### config.mk
export PLATFORM = sky130hd
export DESIGN_NAME = uart_rx_bit_timer
export DESIGN_NICKNAME = d
export VERILOG_FILES = /design/src/rtl/uart_rx_bit_timer.sv
export SDC_FILE = /design/constraint.sdc
export NUM_CORES = 1
export LEC_CHECK = 0
export CORE_UTILIZATION = 50
export DETAILED_ROUTE_END_ITERATION = 16
export PLACE_DENSITY = 0.86
export SLEW_MARGIN = 5
export SYNTH_ARGS = -nofsm -noshare
export SYNTH_HDL_FRONTEND = slang
export SYNTH_SLANG_ARGS = --single-unit
### constraint.sdc
create_clock -name CLK -period 7.5 [get_ports CLK]
set_clock_uncertainty 0.15 [all_clocks]
set_input_delay 1.125 -clock CLK [delete_from_list [all_inputs] [get_ports CLK]]
set_output_delay 1.125 -clock CLK [all_outputs]
set_load 0.05 [all_outputs]
### src/rtl/uart_rx_bit_timer.sv
// ---------------------------------------------------------------------------
// uart_rx_bit_timer
//
// Oversampling bit timer for the UART receiver. Counts clock edges per bit
// and bits per frame, emits a mid-bit sample strobe with the sampled line
// value, and pulses at every bit end and frame end. Prescale and frame
// length are latched when the RX FSM raises `enable`; an illegal latched
// configuration parks the timer in an error state until `enable` drops.
//
// Build option:
//   UART_RX_MAJORITY_EN  defined   -> sampled_bit is the 2-of-3 majority of
//                                     the samples at mid-1, mid and mid+1
//                        undefined -> only the mid sample is used
//
// Ports:
//   CLK           clock
//   RST           asynchronous active-low reset
//   enable        run request from the RX FSM; low clears the timer
//   Prescale      clock edges per bit, latched on enable rise (legal >= 3)
//   frame_bits    bits per frame, latched with Prescale (legal >= 1)
//   rx_in         synchronised serial input
//   edge_cnt      edge position within the current bit
//   bit_cnt       bit index within the frame
//   sample_valid  one-cycle pulse, sampled_bit has just been updated
//   sampled_bit   sampled bit value (idles high)
//   bit_done      one-cycle pulse at the end of each bit period
//   frame_done    one-cycle pulse at the end of the last bit of a frame
//   cfg_err       latched configuration is illegal
// ---------------------------------------------------------------------------
module uart_rx_bit_timer #(
  parameter int PRESCALE_W = 6,
  parameter int BIT_CNT_W  = 4
) (
  input  logic                  CLK,
  input  logic                  RST,
  input  logic                  enable,
  input  logic [PRESCALE_W-1:0] Prescale,
  input  logic [BIT_CNT_W-1:0]  frame_bits,
  input  logic                  rx_in,
  output logic [PRESCALE_W-1:0] edge_cnt,
  output logic [BIT_CNT_W-1:0]  bit_cnt,
  output logic                  sample_valid,
  output logic                  sampled_bit,
  output logic                  bit_done,
  output logic                  frame_done,
  output logic                  cfg_err
);

  localparam logic [1:0] IDLE = 2'd0;
  localparam logic [1:0] RUN  = 2'd1;
  localparam logic [1:0] ERR  = 2'd2;

  localparam logic [PRESCALE_W-1:0] P_ZERO = '0;
  localparam logic [PRESCALE_W-1:0] P_ONE  = PRESCALE_W'(1);
  localparam logic [PRESCALE_W-1:0] P_MIN  = PRESCALE_W'(3);
  localparam logic [BIT_CNT_W-1:0]  B_ZERO = '0;
  localparam logic [BIT_CNT_W-1:0]  B_ONE  = BIT_CNT_W'(1);

  logic [1:0]            state;
  logic [PRESCALE_W-1:0] p_q;
  logic [BIT_CNT_W-1:0]  f_q;
  logic [PRESCALE_W-1:0] mid;
  logic [PRESCALE_W-1:0] edge_last;
  logic [BIT_CNT_W-1:0]  bit_last;
  logic                  running;
  logic                  s_mid;
  logic                  vote;

  // p_q >= 3 and f_q >= 1 whenever RUN is active, so neither subtraction
  // can wrap while the results are in use.
  assign mid       = p_q >> 1;
  assign edge_last = p_q - P_ONE;
  assign bit_last  = f_q - B_ONE;
  assign running   = enable && (state == RUN);

  // Mid sample capture. Reset to the idle line level so the first vote never
  // sees an undefined value.
  always_ff @(posedge CLK or negedge RST) begin
    if (!RST) begin
      s_mid <= 1'b1;
    end else if (running && (edge_cnt == mid)) begin
      s_mid <= rx_in;
    end
  end

`ifdef UART_RX_MAJORITY_EN
  logic s_lo;

  always_ff @(posedge CLK or negedge RST) begin
    if (!RST) begin
      s_lo <= 1'b1;
    end else if (running && (edge_cnt == mid - P_ONE)) begin
      s_lo <= rx_in;
    end
  end

  // The mid+1 sample is rx_in itself on the strobe edge.
  assign vote = (s_lo & s_mid) | (s_lo & rx_in) | (s_mid & rx_in);
`else
  assign vote = s_mid;
`endif

  // NOTE: all state here is updated with non-blocking assignments so every
  // register sees the pre-edge values of the others, independent of order.
  always_ff @(posedge CLK or negedge RST) begin
    if (!RST) begin
      state        <= IDLE;
      p_q          <= P_ZERO;
      f_q          <= B_ZERO;
      edge_cnt     <= P_ZERO;
      bit_cnt      <= B_ZERO;
      sample_valid <= 1'b0;
      sampled_bit  <= 1'b1;
      bit_done     <= 1'b0;
      frame_done   <= 1'b0;
      cfg_err      <= 1'b0;
    end else begin
      // Pulses default low; only RUN raises them for one cycle.
      bit_done     <= 1'b0;
      frame_done   <= 1'b0;
      sample_valid <= 1'b0;

      if (!enable) begin
        // Dropping enable wins over any bit end on the same edge.
        state    <= IDLE;
        edge_cnt <= P_ZERO;
        bit_cnt  <= B_ZERO;
        cfg_err  <= 1'b0;
      end else begin
        case (state)
          IDLE: begin
            p_q      <= Prescale;
            f_q      <= frame_bits;
            edge_cnt <= P_ZERO;
            bit_cnt  <= B_ZERO;
            if ((Prescale < P_MIN) || (frame_bits == B_ZERO)) begin
              state   <= ERR;
              cfg_err <= 1'b1;
            end else begin
              state   <= RUN;
              cfg_err <= 1'b0;
            end
          end

          RUN: begin
            if (edge_cnt == edge_last) begin
              edge_cnt <= P_ZERO;
              bit_done <= 1'b1;
              if (bit_cnt == bit_last) begin
                bit_cnt    <= B_ZERO;
                frame_done <= 1'b1;
              end else begin
                bit_cnt <= bit_cnt + B_ONE;
              end
            end else begin
              edge_cnt <= edge_cnt + P_ONE;
            end

            // Strobe lands in the cycle where edge_cnt = mid+2 (or 0 of the
            // next bit when p_q = 3).
            if (edge_cnt == mid + P_ONE) begin
              sample_valid <= 1'b1;
              sampled_bit  <= vote;
            end
          end

          ERR: begin
            edge_cnt <= P_ZERO;
            bit_cnt  <= B_ZERO;
            cfg_err  <= 1'b1;
          end

          default: begin
            state    <= IDLE;
            edge_cnt <= P_ZERO;
            bit_cnt  <= B_ZERO;
            cfg_err  <= 1'b0;
          end
        endcase
      end
    end
  end

endmodule

==> qor.yml <==
die_h_um: 60.1
wl_um: 3310
p_int_uw: 274
placement_rows: 20
grt_overflow: 0
drt-initial-drc-count: 39
final_area_mm2: 0.00204
synth-edff-count: 0
rsz0062_at_grt: "no"
maxCapViolations: 0
cp_data_arrival_time_ps: 3370
power_frac_comb: 0.382
switchingPower_uw: 159
min-delay-path-class: "flip-flop to flip-flop"
yosysWarnings: 0
drc: 0
grt_pass1_vias: 1247
worstSetupStartpointType: "input pin"
worstSetupStartpoint: "enable"
syn_area_mm2: 0.00169
placed_cell_area_mm2: 0.00201
sequentialPowerShare: 0.474
cts_tree: "yes"
coreArea_mm2: 0.00313
slew_headroom: 0.663
power.share.switching: 0.367
fin_crit_sh: 0.434
synth-seq-cells: 28
start_util: 0.540
peakVddDrop_v: 0.000129
fillers: 248
final_antenna_net_count: 0
final_cell_mix: "28 x clkdlybuf4s50_1, 26 x dfrtp_1, 12 x xnor2_1"
setup_viol: 0
postCtsHoldBufs: 0
ys_async_sr_fraction: 1.00
cts_buffers: 3
vias: 1324
ys_types: 42
crit_chain: "clkdlybuf4s50_1, nand2_1, or4_4, a2111oi_4, mux2_1"
cts_sinks: 28
required_ps: 7610
ctsResizeCount: 0
track_usage: 0.197
synthFlopType: "dfrtp_1"
avgSynthCellArea_um2: 10.6
rr_worst_depth: 6
reg2reg_to: "sampled_bit"
mostFrequentLayoutCell: "clkdlybuf4s50_1"
finalCriticalPeriod_ps: 3260
max_freq_ghz: 0.307
syn-instance-count: 160
clk_latency_ps: 320
die_w_um: 60.1
io_buffers: 28
grt_pass1_wl_um: 5410
cts.clk_slew.worst_paths_ps: 140
criticalPathCategory: "input pin to flip-flop"
antenna_cells: 0
dieArea_mm2: 0.00361
p_total_uw: 432
gp_congestion: 0.794
end_kind: "flip-flop"
drt_first_pass_iters: 5
area_delta_synth_final_pct: 20.6
htreeDepth: 1
nets: 212
cts_root_buf: "clkbuf_4"
dp.final_hpwl_um: 2570
timing.rr.start: "state[1]"
drv_slew: 0
ys_seq_area_frac: 0.416
antenna_found_initial: 0
cts_setup_buffers: 0
worstPathMaxFanout: 15
cp-endpoint: "sampled_bit"
vias_per_cell: 5.71
leakagePower_uw: 0.000848
hold_viol_final: 0
pwr_density_cell_mw_per_mm2: 212
critPathSlowestCell: "or4_4"
fin_util: 0.651
grt_start_max_net_pins: 29
clk_path_buf_depth: 2
tightest_slew_ps: 504
outcome: "finished clean"
avgRoutedWirePerCell_um: 14.3
pwr-share-clk: 0.144
worst-r2r-setup-slack_ps: 4920
tns_ps: 0
pin_count: 29
synth_nets: 183
critPathMaxStageDelay_ps: 650
layout-drive-gt1-share: 0.101
==> power by group through the flow <==
stage	Sequential, uW	Clock, uW	Combinational, uW
2_1_floorplan	205	0	123
3_5_place_dp	207	0	166
4_1_cts	205	65.1	166
3_3_place_gp	204	0	156
5_1_grt	208	69.7	183
6_report	205	62.5	165
==> area by class of cell <==
class,instances,area (um^2),share of cell area
Tap cell,44,55.1,0.0270
Inverter,9,33.8,0.0166
Sequential cell,28,703,0.345
Timing Repair Buffer,29,288,0.141
Multi-Input combinational cell,118,931,0.457
Clock buffer,4,26.3,0.0129
==> registers in the layout, indices dropped and copies added, names as in the netlist <==
signal and cells:
bit_cnt 4, bit_done 1, cfg_err 1, edge_cnt 6, f_q 4, frame_done 1
p_q 6, s_mid 1, sample_valid 1, sampled_bit 1, state 2
==> cells by family (layout without fill, tap and decap cells) <==
family | Yosys count | in the layout | share of synthesized area
buffers and inverters | 14 | 42 | 0.0326
DFF | 28 | 28 | 0.416
and+or+nand+nor | 53 | 53 | 0.181
xor gates and xnor gates | 23 | 23 | 0.128
AOI/OAI and AO/OA | 20 | 20 | 0.0896
muxes | 13 | 13 | 0.0859
adders and majority gates | 9 | 9 | 0.0667
==> how the worst min path moves through the flow <==
stage | startpoint | to | cells after the start
global placement | f_q[3] | f_q[3] | 1
CTS | f_q[1] | f_q[1] | 1
finish | f_q[1] | f_q[1] | 1
global route | f_q[3] | f_q[3] | 1
floorplan | f_q[3] | f_q[3] | 1
detailed placement | f_q[1] | f_q[1] | 1
==> through the flow <==
stage / setup slack (ps) / instances / hold slack (ps)
6_report: 4240 / 232 / 405
2_1_floorplan: 4810 / 160 / 350
3_5_place_dp: 3910 / 228 / 373
3_3_place_gp: 3990 / 228 / 364
4_1_cts: 4270 / 232 / 408
5_1_grt: 4170 / 232 / 429
==> critical path, delay by kind of cell <==
family | cells | cell delay (ps)
simple gates | 2 | 970
buf+inv | 1 | 540
compound gates | 1 | 360
mux | 1 | 360
==> synth_stat cells (3+ instances only) <==
cell      count  area (um^2)
xor2_1       10         87.6
clkbuf_1      3         11.3
o21ai_0       3         15.0
dfrtp_1      26          651
a21oi_1       5         25.0
nor2b_1       7         43.8
xnor2_1      12          105
nor2_1        3         11.3
mux2_2       10          113
nand4_1       4         25.0
ha_1          9          113
nand2_1       8         30.0
nor3_1       10         50.1
nor4_1        4         25.0
inv_1         9         33.8
nand3_1       5         25.0
==> layer usage <==
layer,vias up,share of wire,global-route usage
li1,628,-,-
met1,650,0.44,0.244
met2,44,0.52,0.353
met3,2,0.042,0.0260
met4,0,0.00060,0.0565
met5,-,0,0
No activity file was read; power rests on OpenSTA's default activity.
